## src/rtl/pixel_scanner.sv

```systemverilog
// Raster coordinate generator: walks (x,y) over a PIXEL_W x PIXEL_H frame,
// one pixel per unstalled cycle, with line/frame pulses and a frame counter.
module pixel_scanner #(
  parameter int PIXEL_W = 800,
  parameter int PIXEL_H = 600
) (
  input  logic        clk,
  input  logic        rst,
  input  logic        start,
  input  logic        continuous,
  input  logic        stall,
  output logic [9:0]  pixel_x,
  output logic [9:0]  pixel_y,
  output logic        pixel_valid,
  output logic        line_done,
  output logic        frame_done,
  output logic        busy,
  output logic [15:0] frame_count
);

  typedef enum logic {
    IDLE = 1'b0,
    SCAN = 1'b1
  } state_e;

  localparam logic [9:0] XMax = 10'(PIXEL_W - 1);
  localparam logic [9:0] YMax = 10'(PIXEL_H - 1);

  state_e      state_q;
  logic [9:0]  x_q;
  logic [9:0]  y_q;
  logic        valid_q;
  logic        line_q;
  logic        frame_q;
  logic        busy_q;
  logic [15:0] fcnt_q;

  logic last_x;
  logic last_y;

  assign last_x = (x_q == XMax);
  assign last_y = (y_q == YMax);

  // In SCAN valid is always high, so a consumption is simply !stall.
  always_ff @(posedge clk) begin
    if (rst) begin
      state_q <= IDLE;
      x_q     <= '0;
      y_q     <= '0;
      valid_q <= 1'b0;
      line_q  <= 1'b0;
      frame_q <= 1'b0;
      busy_q  <= 1'b0;
      fcnt_q  <= '0;
    end else begin
      line_q  <= 1'b0;
      frame_q <= 1'b0;
      unique case (state_q)
        IDLE: begin
          if (start) begin
            state_q <= SCAN;
            x_q     <= '0;
            y_q     <= '0;
            valid_q <= 1'b1;
            busy_q  <= 1'b1;
          end
        end
        SCAN: begin
          if (!stall) begin
            if (!last_x) begin
              x_q <= x_q + 10'd1;
            end else begin
              x_q    <= '0;
              line_q <= 1'b1;
              if (!last_y) begin
                y_q <= y_q + 10'd1;
              end else begin
                y_q     <= '0;
                frame_q <= 1'b1;
                fcnt_q  <= fcnt_q + 16'd1;
                if (!continuous) begin
                  state_q <= IDLE;
                  valid_q <= 1'b0;
                  busy_q  <= 1'b0;
                end
              end
            end
          end
        end
      endcase
    end
  end

  assign pixel_x     = x_q;
  assign pixel_y     = y_q;
  assign pixel_valid = valid_q;
  assign line_done   = line_q;
  assign frame_done  = frame_q;
  assign busy        = busy_q;
  assign frame_count = fcnt_q;

endmodule

```

## config.mk

```make
export PLATFORM = sky130hd
export DESIGN_NAME = pixel_scanner
export DESIGN_NICKNAME = d
export VERILOG_FILES = /design/src/rtl/pixel_scanner.sv
export SDC_FILE = /design/constraint.sdc
export NUM_CORES = 1
export LEC_CHECK = 0
export CORE_ASPECT_RATIO = 1.1
export CORE_MARGIN = 2
export CORE_UTILIZATION = 55
export DETAILED_ROUTE_END_ITERATION = 12
export DONT_BUFFER_PORTS = 1
export GPL_TIMING_DRIVEN = 0
export HOLD_SLACK_MARGIN = 0.03
export PLACE_DENSITY = 0.83
export SLEW_MARGIN = 20
export SYNTH_ARGS = -nofsm -noshare
export SYNTH_HDL_FRONTEND = slang
export SYNTH_SLANG_ARGS = --single-unit
```

## constraint.sdc

```tcl
create_clock -name clk -period 2.1 [get_ports clk]
set_clock_uncertainty 0.2 [all_clocks]
set_input_delay 0.21 -clock clk [delete_from_list [all_inputs] [get_ports clk]]
set_output_delay 0.21 -clock clk [all_outputs]
set_load 0.03 [all_outputs]
```

# == Word level (Yosys, flattened, before mapping) ==
# Index checks and enable logic that the tools add are counted.
# word_totals
register_bits,40
inputBits,5
out_inout_bits,40
wordCells,48
# classes
add_sub_neg,3
eq_ne,7
n_mux,22
n_bitwise,3
reduce_logical,6
# ops
cell,n
2-to-1 mux 10 bit,6
one-hot mux 10 bit (2 select lines),2
"adder 10 x 1 -> 10 bit, second input constant",2
"== test 10 bit, second input constant",2
"adder 16 x 1 -> 16 bit, second input constant",1
2-to-1 mux 1 bit,12
"inequality test 2 bit, second input constant",3
AND reduction 5 bit,1
"inequality test 2 x 1 -> 1 bit, second input constant",2
one-hot mux 1 bit (2 select lines),2
AND reduction 4 bit,1
OR reduction 4 bit,1
NOT 1 bit,3
AND reduction 3 bit,1
OR reduction 3 bit,1
AND reduction 2 bit,1

# == Depth between registers and ports, before layout ==
# Gate-level depths: netlist of run 1.
# depth
word_depth,5
ltp_mapped,7
ltp_nobuf,6

# == Worst setup path before layout of run 1 ==
# OpenSTA, ideal clock, no wires.
# synth_timing
kind,register to register
start,"reg x_q[0], in the netlist pixel_x[0]"
end,"reg y_q[5], in the netlist pixel_y[5]"
setup_ns,0.074
arrival_time_ns,2.165
t_required_ns,1.826
slack_ns,-0.340
path_stages_with_launch,7
path_buffers,0
synth_period_minus_slack_ns,2.440
path_cell_list,dfxtp_1 -> ha_1 -> nand4bb_1 -> o31ai_4 -> nand2_4 -> or4_1 -> a31oi_1
# synth_via
elab_chain_len,3
# synth_rtl
element,line,source
from (decl),30,logic [9:0] x_q;
from (signal assigned),71,x_q <= x_q + 10'd1;
== test 10 bit,41,assign last_x = (x_q == XMax);
inequality test 2 x 1 -> 1 bit (no line),--,
AND reduction 3 bit (no line),--,
to (signal assigned),76,y_q <= y_q + 10'd1;
to (decl),31,logic [9:0] y_q;
# Every way passes these cells.
# A chain may end at the register's enable or synchronous reset.

# == Worst setup path after layout of run 1 ==
# layout_timing
start,"reg x_q[7], in the netlist pixel_x[7]"
end,"reg fcnt_q[7], in the netlist frame_count[7]"
# layout_via
elab_chain_len,2
# layout_rtl
element,line,source
== test 10 bit,41,
AND reduction 4 bit (no line),--,
to (signal assigned),80,fcnt_q <= fcnt_q + 16'd1;
to (decl),36,logic [15:0] fcnt_q;
# Every way passes these cells.

==> impl_metrics.env, run 1 <==
export IMPL_status="finished, violations left"
export IMPL_violations="setup timing"
export IMPL_initial_core_util=0.580
export IMPL_area_growth_pct=21.7
export IMPL_slew_viol_final=0
export IMPL_nets=244
export IMPL_end_kind="flop"
export IMPL_setup_tns_ns=-0.894
export IMPL_ios=45
export IMPL_tritoncts="done"
export IMPL_die_w_um=61.0
export IMPL_dp_slack_ns=-0.270
export IMPL_n_antenna_cell=0
export IMPL_finalHoldViolations=0
export IMPL_fin_ws_ns=-0.113
export IMPL_syn_area_sq_um=1960
export IMPL_drive_gt1_frac=0.338
export IMPL_clk_latency_ns=0.36
export IMPL_numCtsBuffers=5
export IMPL_power_density_nw_per_um2=569
export IMPL_path_class="flop to flop"
export IMPL_drv_cap=0
export IMPL_rsz0062_at_grt="true"
export IMPL_yosysSeqAreaShare=0.408
export IMPL_row_count=22
export IMPL_drt_initial_drc_count=81
export IMPL_fmax_mhz=452
export IMPL_final_common_cell="nor2_1"
export IMPL_grt_overflow_total=0
export IMPL_vias_per_cell=5.85
export IMPL_ys_ff_latch=40
export IMPL_worstPathRequired_ns=2.20
export IMPL_grt_pass1_vias=1664
export IMPL_cts_htree_levels=2
export IMPL_cts_root_buf="clkbuf_4"
export IMPL_postSynthAreaPerCell_sq_um=8.89
export IMPL_yosys_warnings=0
export IMPL_portBuffers=0
export IMPL_path_cells="or4b_4 > nor4_4 > nand4b_1 > or3_4 > a21oi_2"
export IMPL_power_mw=1.36
export IMPL_dr_total_vias=1668
export IMPL_grt_max_degree=13
export IMPL_placed_cells=269
export IMPL_peakVddDrop_mv=0.486
export IMPL_syn_instance_count=221
export IMPL_die_h_um=66.7
export IMPL_relSlewSlack=0.673
export IMPL_tightest_slew_ns=0.491
export IMPL_wl_um=4540
export IMPL_grt_pass1_wl_um=7280
export IMPL_slowest_delay_ns=0.60
export IMPL_hold_ws_ns=0.0722
export IMPL_grt_usage=0.239
export IMPL_min_period_ns=2.21
export IMPL_antenna_found_initial=0
export IMPL_fp_dieArea_sq_um=4070
export IMPL_crit_slowest_cell="or4b_4"
export IMPL_start_kind="flop"
export IMPL_drtPass1Iterations=5
export IMPL_core_area_sq_um=3390
export IMPL_p_leak_nw=0.871
export IMPL_fin_crit_sh=1.05
export IMPL_fin_cells=285
export IMPL_clock_path_buffers=2
export IMPL_place_detailed_hpwl_um=3090
export IMPL_synthesis_nets=229
export IMPL_cts_sinks=40
export IMPL_wl_per_cell_um=15.9
export IMPL_crit_arrival_ns=2.31
export IMPL_ant_nets=0
export IMPL_setup_violations=18
export IMPL_route_detailed_drc=0
export IMPL_hold_class="input pin to flop"
export IMPL_final_cell_mix="nor2_1 (29), dfxtp_2 (22), xor2_1 (20), nand3_1 (14)"
export IMPL_netlist_cell_type_count=42
export IMPL_path_max_fanout=5
export IMPL_gp_congestion=0.818
export IMPL_path_clk_slew_ns=0.12
==> cells in the mapped netlist, drive strengths merged <==
| master | count | area [sq um] |
|---|---|---|
| dfxtp | 40 | 801 |
| nor2 | 30 | 115 |
| xor2 | 20 | 175 |
| nand3 | 17 | 97.6 |
| nand2 | 15 | 63.8 |
| nand4 | 13 | 81.3 |
| a21oi | 9 | 45.0 |
| or3 | 9 | 61.3 |
| and3 | 7 | 43.8 |
| nor3 | 6 | 41.3 |
| o21ai | 6 | 30.0 |
| clkbuf | 5 | 18.8 |
| inv | 5 | 18.8 |
| xnor2 | 5 | 43.8 |
| nand2b | 4 | 25.0 |
| nor4 | 4 | 61.3 |
| ha | 3 | 37.5 |
| nand4b | 3 | 26.3 |
| buf | 2 | 12.5 |
| nand4bb | 2 | 22.5 |
| nor2b | 2 | 12.5 |
| or4 | 2 | 15.0 |
| a211oi | 1 | 7.51 |
| a21boi | 1 | 7.51 |
| a21o | 1 | 7.51 |
| a31oi | 1 | 6.26 |
| and2 | 1 | 6.26 |
| mux2 | 1 | 11.3 |
| mux2i | 1 | 10.0 |
| nor3b | 1 | 7.51 |
| o21a | 1 | 7.51 |
| o31ai | 1 | 21.3 |
| or3b | 1 | 8.76 |
| or4b | 1 | 13.8 |
==> final timing paths <==
kind	from	cells after the start	slack (ns)	end
worst max-delay path	pixel_x[7]	5	-0.11	frame_count[7]
worst min-delay path	stall	3	0.07	line_done
worst max register to register	pixel_x[7]	5	-0.11	frame_count[7]
worst min register to register	pixel_y[0]	2	0.35	pixel_y[0]
==> cells by family after synthesis <==
kind of cell / Yosys count / synth area share
buffers and inverters: 12 / 0.0255
AND/OR/NAND/NOR: 118 / 0.358
flip-flops: 40 / 0.408
adder cells (fa/ha/maj): 3 / 0.0191
multiplexers: 2 / 0.0108
XOR/XNOR: 25 / 0.111
AO/OA/AOI/OAI: 21 / 0.0675
==> power by group <==
| part | switching [mW] | internal, mW | total [mW] |
|---|---|---|---|
| registers | 0.0246 | 0.752 | 0.777 |
| logic | 0.0497 | 0.0262 | 0.0759 |
| clock network | 0.258 | 0.250 | 0.507 |
| total | 0.332 | 1.03 | 1.36 |
==> through the flow <==
stage | area (sq um) | util
floorplan | 2040 | -
global placement | 2100 | 0.621
detailed placement | 2100 | 0.621
CTS | 2310 | 0.683
global route | 2390 | 0.706
finish | 2390 | 0.706
==> layer usage <==
layer	share of wire	vias to the layer above	GRT usage
met4	0.015	0	0.0815
met5	0	-	0
li1	-	812	-
met3	0.070	8	0.0718
met2	0.51	61	0.434
met1	0.41	787	0.257
==> layout make-up <==
type                            instances  area [sq um]
Multi-Input combinational cell        169          1260
Fill cell                             262           995
Sequential cell                        40           877
Timing Repair Buffer                    9          72.6
Tap cell                               48          60.1
Clock buffer                            6          41.3
Clock inverter                          2          35.0
Buffer                                  6          28.8
Inverter                                5          18.8
==> sequential cells by signal, summed over array words and instances (netlist names) <==
| signal | cells |
|---|---|
| frame_count | 16 |
| pixel_x | 10 |
| pixel_y | 10 |
| busy | 1 |
| frame_done | 1 |
| line_done | 1 |
| state_q | 1 |
==> critical path, delay by kind of cell (launching register included) <==
| kind | cells | cell delay (ns) |
|---|---|---|
| and+or+nand+nor | 4 | 1.40 |
| DFF | 1 | 0.41 |
| AOI/OAI and AO/OA | 1 | 0.13 |
==> what timing repair did <==
action,CTS,global route
hold buffers,2,0
setup buffers,4,3
hold endpoints to repair,3,0
pin swaps,20,12
endpoints found under the setup margin,34,35
gates resized for setup,28,19
(Power assumes the default switching activity.)
==> inputs of run 2 (changes only) <==
CAP_MARGIN = 15   (was default)
SKIP_LAST_GASP = 1   (was default)
==> run 2 against run 1 <==
  * The flow still finishes with violations (setup timing)
  * Worst hold slack better by 0.011 ns
  * Die area unchanged
  * Global-route usage up 0.079 points
  * Critical path depth stayed put
  * Cell count grew 1.4%
  * Maximum frequency increased by 0.27%
  * Clock power is 1% lower
  * Setup slack better by 0.0059 ns
  * Non-clock buffer count increased by 4
  * Combinational power rose by 11%
  * Sequential power about the same
  * Critical path type unchanged
  * Sequential share of layout area is 0.68 points lower
==> impl_metrics.env, run 2 (synthesis results as in run 1) <==
export IMPL_place_detailed_hpwl_um=3090
export IMPL_path_clk_slew_ns=0.12
export IMPL_worstPathRequired_ns=2.19
export IMPL_drt_initial_drc_count=97
export IMPL_slew_viol_final=0
export IMPL_gp_congestion=0.818
export IMPL_min_period_ns=2.21
export IMPL_dr_total_vias=1695
export IMPL_final_cell_mix="nor2_1 (29), dfxtp_2 (22), xor2_1 (20), nand3_1 (14)"
export IMPL_fmax_mhz=453
export IMPL_fin_ws_ns=-0.107
export IMPL_antenna_found_initial=0
export IMPL_end_kind="flop"
export IMPL_wl_um=4650
export IMPL_relSlewSlack=0.650
export IMPL_power_density_nw_per_um2=559
export IMPL_setup_tns_ns=-0.858
export IMPL_clock_path_buffers=2
export IMPL_ant_nets=0
export IMPL_grt_usage=0.240
export IMPL_p_leak_nw=0.894
export IMPL_tightest_slew_ns=0.525
export IMPL_crit_arrival_ns=2.30
export IMPL_row_count=22
export IMPL_initial_core_util=0.580
export IMPL_status="finished, violations left"
export IMPL_core_area_sq_um=3390
export IMPL_n_antenna_cell=0
export IMPL_drive_gt1_frac=0.361
export IMPL_grt_max_degree=13
export IMPL_rsz0062_at_grt="true"
export IMPL_hold_class="input pin to flop"
export IMPL_tritoncts="done"
export IMPL_numCtsBuffers=5
export IMPL_cts_sinks=40
export IMPL_portBuffers=0
export IMPL_fin_cells=289
export IMPL_area_growth_pct=24.0
export IMPL_finalHoldViolations=0
export IMPL_grt_pass1_wl_um=7310
export IMPL_drtPass1Iterations=4
export IMPL_dp_slack_ns=-0.270
export IMPL_post_route_util=0.720
export IMPL_grt_pass1_vias=1666
export IMPL_violations="setup timing"
export IMPL_drv_cap=0
export IMPL_fp_dieArea_sq_um=4070
export IMPL_postPlaceCellArea_sq_um=2100
export IMPL_nets=248
export IMPL_power_mw=1.36
export IMPL_route_detailed_drc=0
export IMPL_peakVddDrop_mv=0.476
export IMPL_start_kind="flop"
export IMPL_hold_ws_ns=0.0835
export IMPL_cts_root_buf="clkbuf_4"
export IMPL_fin_crit_sh=1.05
export IMPL_largest_register_ffs=16
export IMPL_die_w_um=61.0
export IMPL_ios=45
export IMPL_final_common_cell="nor2_1"
export IMPL_vias_per_cell=5.87
export IMPL_wl_per_cell_um=16.1
export IMPL_grt_overflow_total=0
export IMPL_placed_cells=269
export IMPL_die_h_um=66.7
export IMPL_setup_violations=19
export IMPL_design_area_sq_um=2440
export IMPL_cts_htree_levels=2
export IMPL_path_class="flop to flop"
export IMPL_path_max_fanout=5
export IMPL_clk_latency_ns=0.35
## run 2: power by group
part	leakage, nW	switching (mW)	internal, mW
registers	0.344	0.0245	0.752
clock network	0.0422	0.251	0.250
logic	0.508	0.0522	0.0318
## run 2: final timing paths
path              startpoint        endpoint  slack [ns]  cells after the start
hold reg to reg   pixel_y[0]      pixel_y[0]        0.36                      2
setup / recovery  pixel_x[7]  frame_count[7]       -0.11                      5
hold / removal         stall       line_done        0.08                      3
setup reg to reg  pixel_x[7]  frame_count[7]       -0.11                      5
## run 2: metal layers
metal | global-route usage | vias to the layer above | wire (um)
met4 | 0.0815 | 0 | 66
li1 | - | 824 | -
met3 | 0.0718 | 8 | 317
met2 | 0.435 | 67 | 2410
met1 | 0.258 | 796 | 1860
met5 | 0 | - | 0
## run 2: repair_timing
| action | 4_1_cts | 5_1_grt |
|---|---|---|
| pin swaps | 16 | 15 |
| setup endpoints to repair | 34 | 35 |
| buffers inserted | 4 | 7 |
| resized for setup | 28 | 23 |
| hold buffers | 2 | 0 |
| hold endpoints to repair | 3 | 0 |
## run 2: layout make-up
class | instances | area [sq um]
Multi-Input combinational cell | 169 | 1270
Fill cell | 250 | 950
Sequential cell | 40 | 877
Timing Repair Buffer | 13 | 106
Tap cell | 48 | 60.1
Clock buffer | 6 | 41.3
Clock inverter | 2 | 35.0
Buffer | 6 | 28.8
Inverter | 5 | 18.8
## run 2: worst max-delay path: stages, from the launching register on
cell,delay [ns]
dfxtp_4,0.41
or4b_4,0.60
nor4_4,0.14
nand4b_1,0.23
or3_4,0.43
a21oi_2,0.13
==> inputs of run 3 (changes only) <==
TNS_END_PERCENT = 100   (was default)
==> results of run 3 <==
Final layout, timing and power as in run 2 (identical DEF).
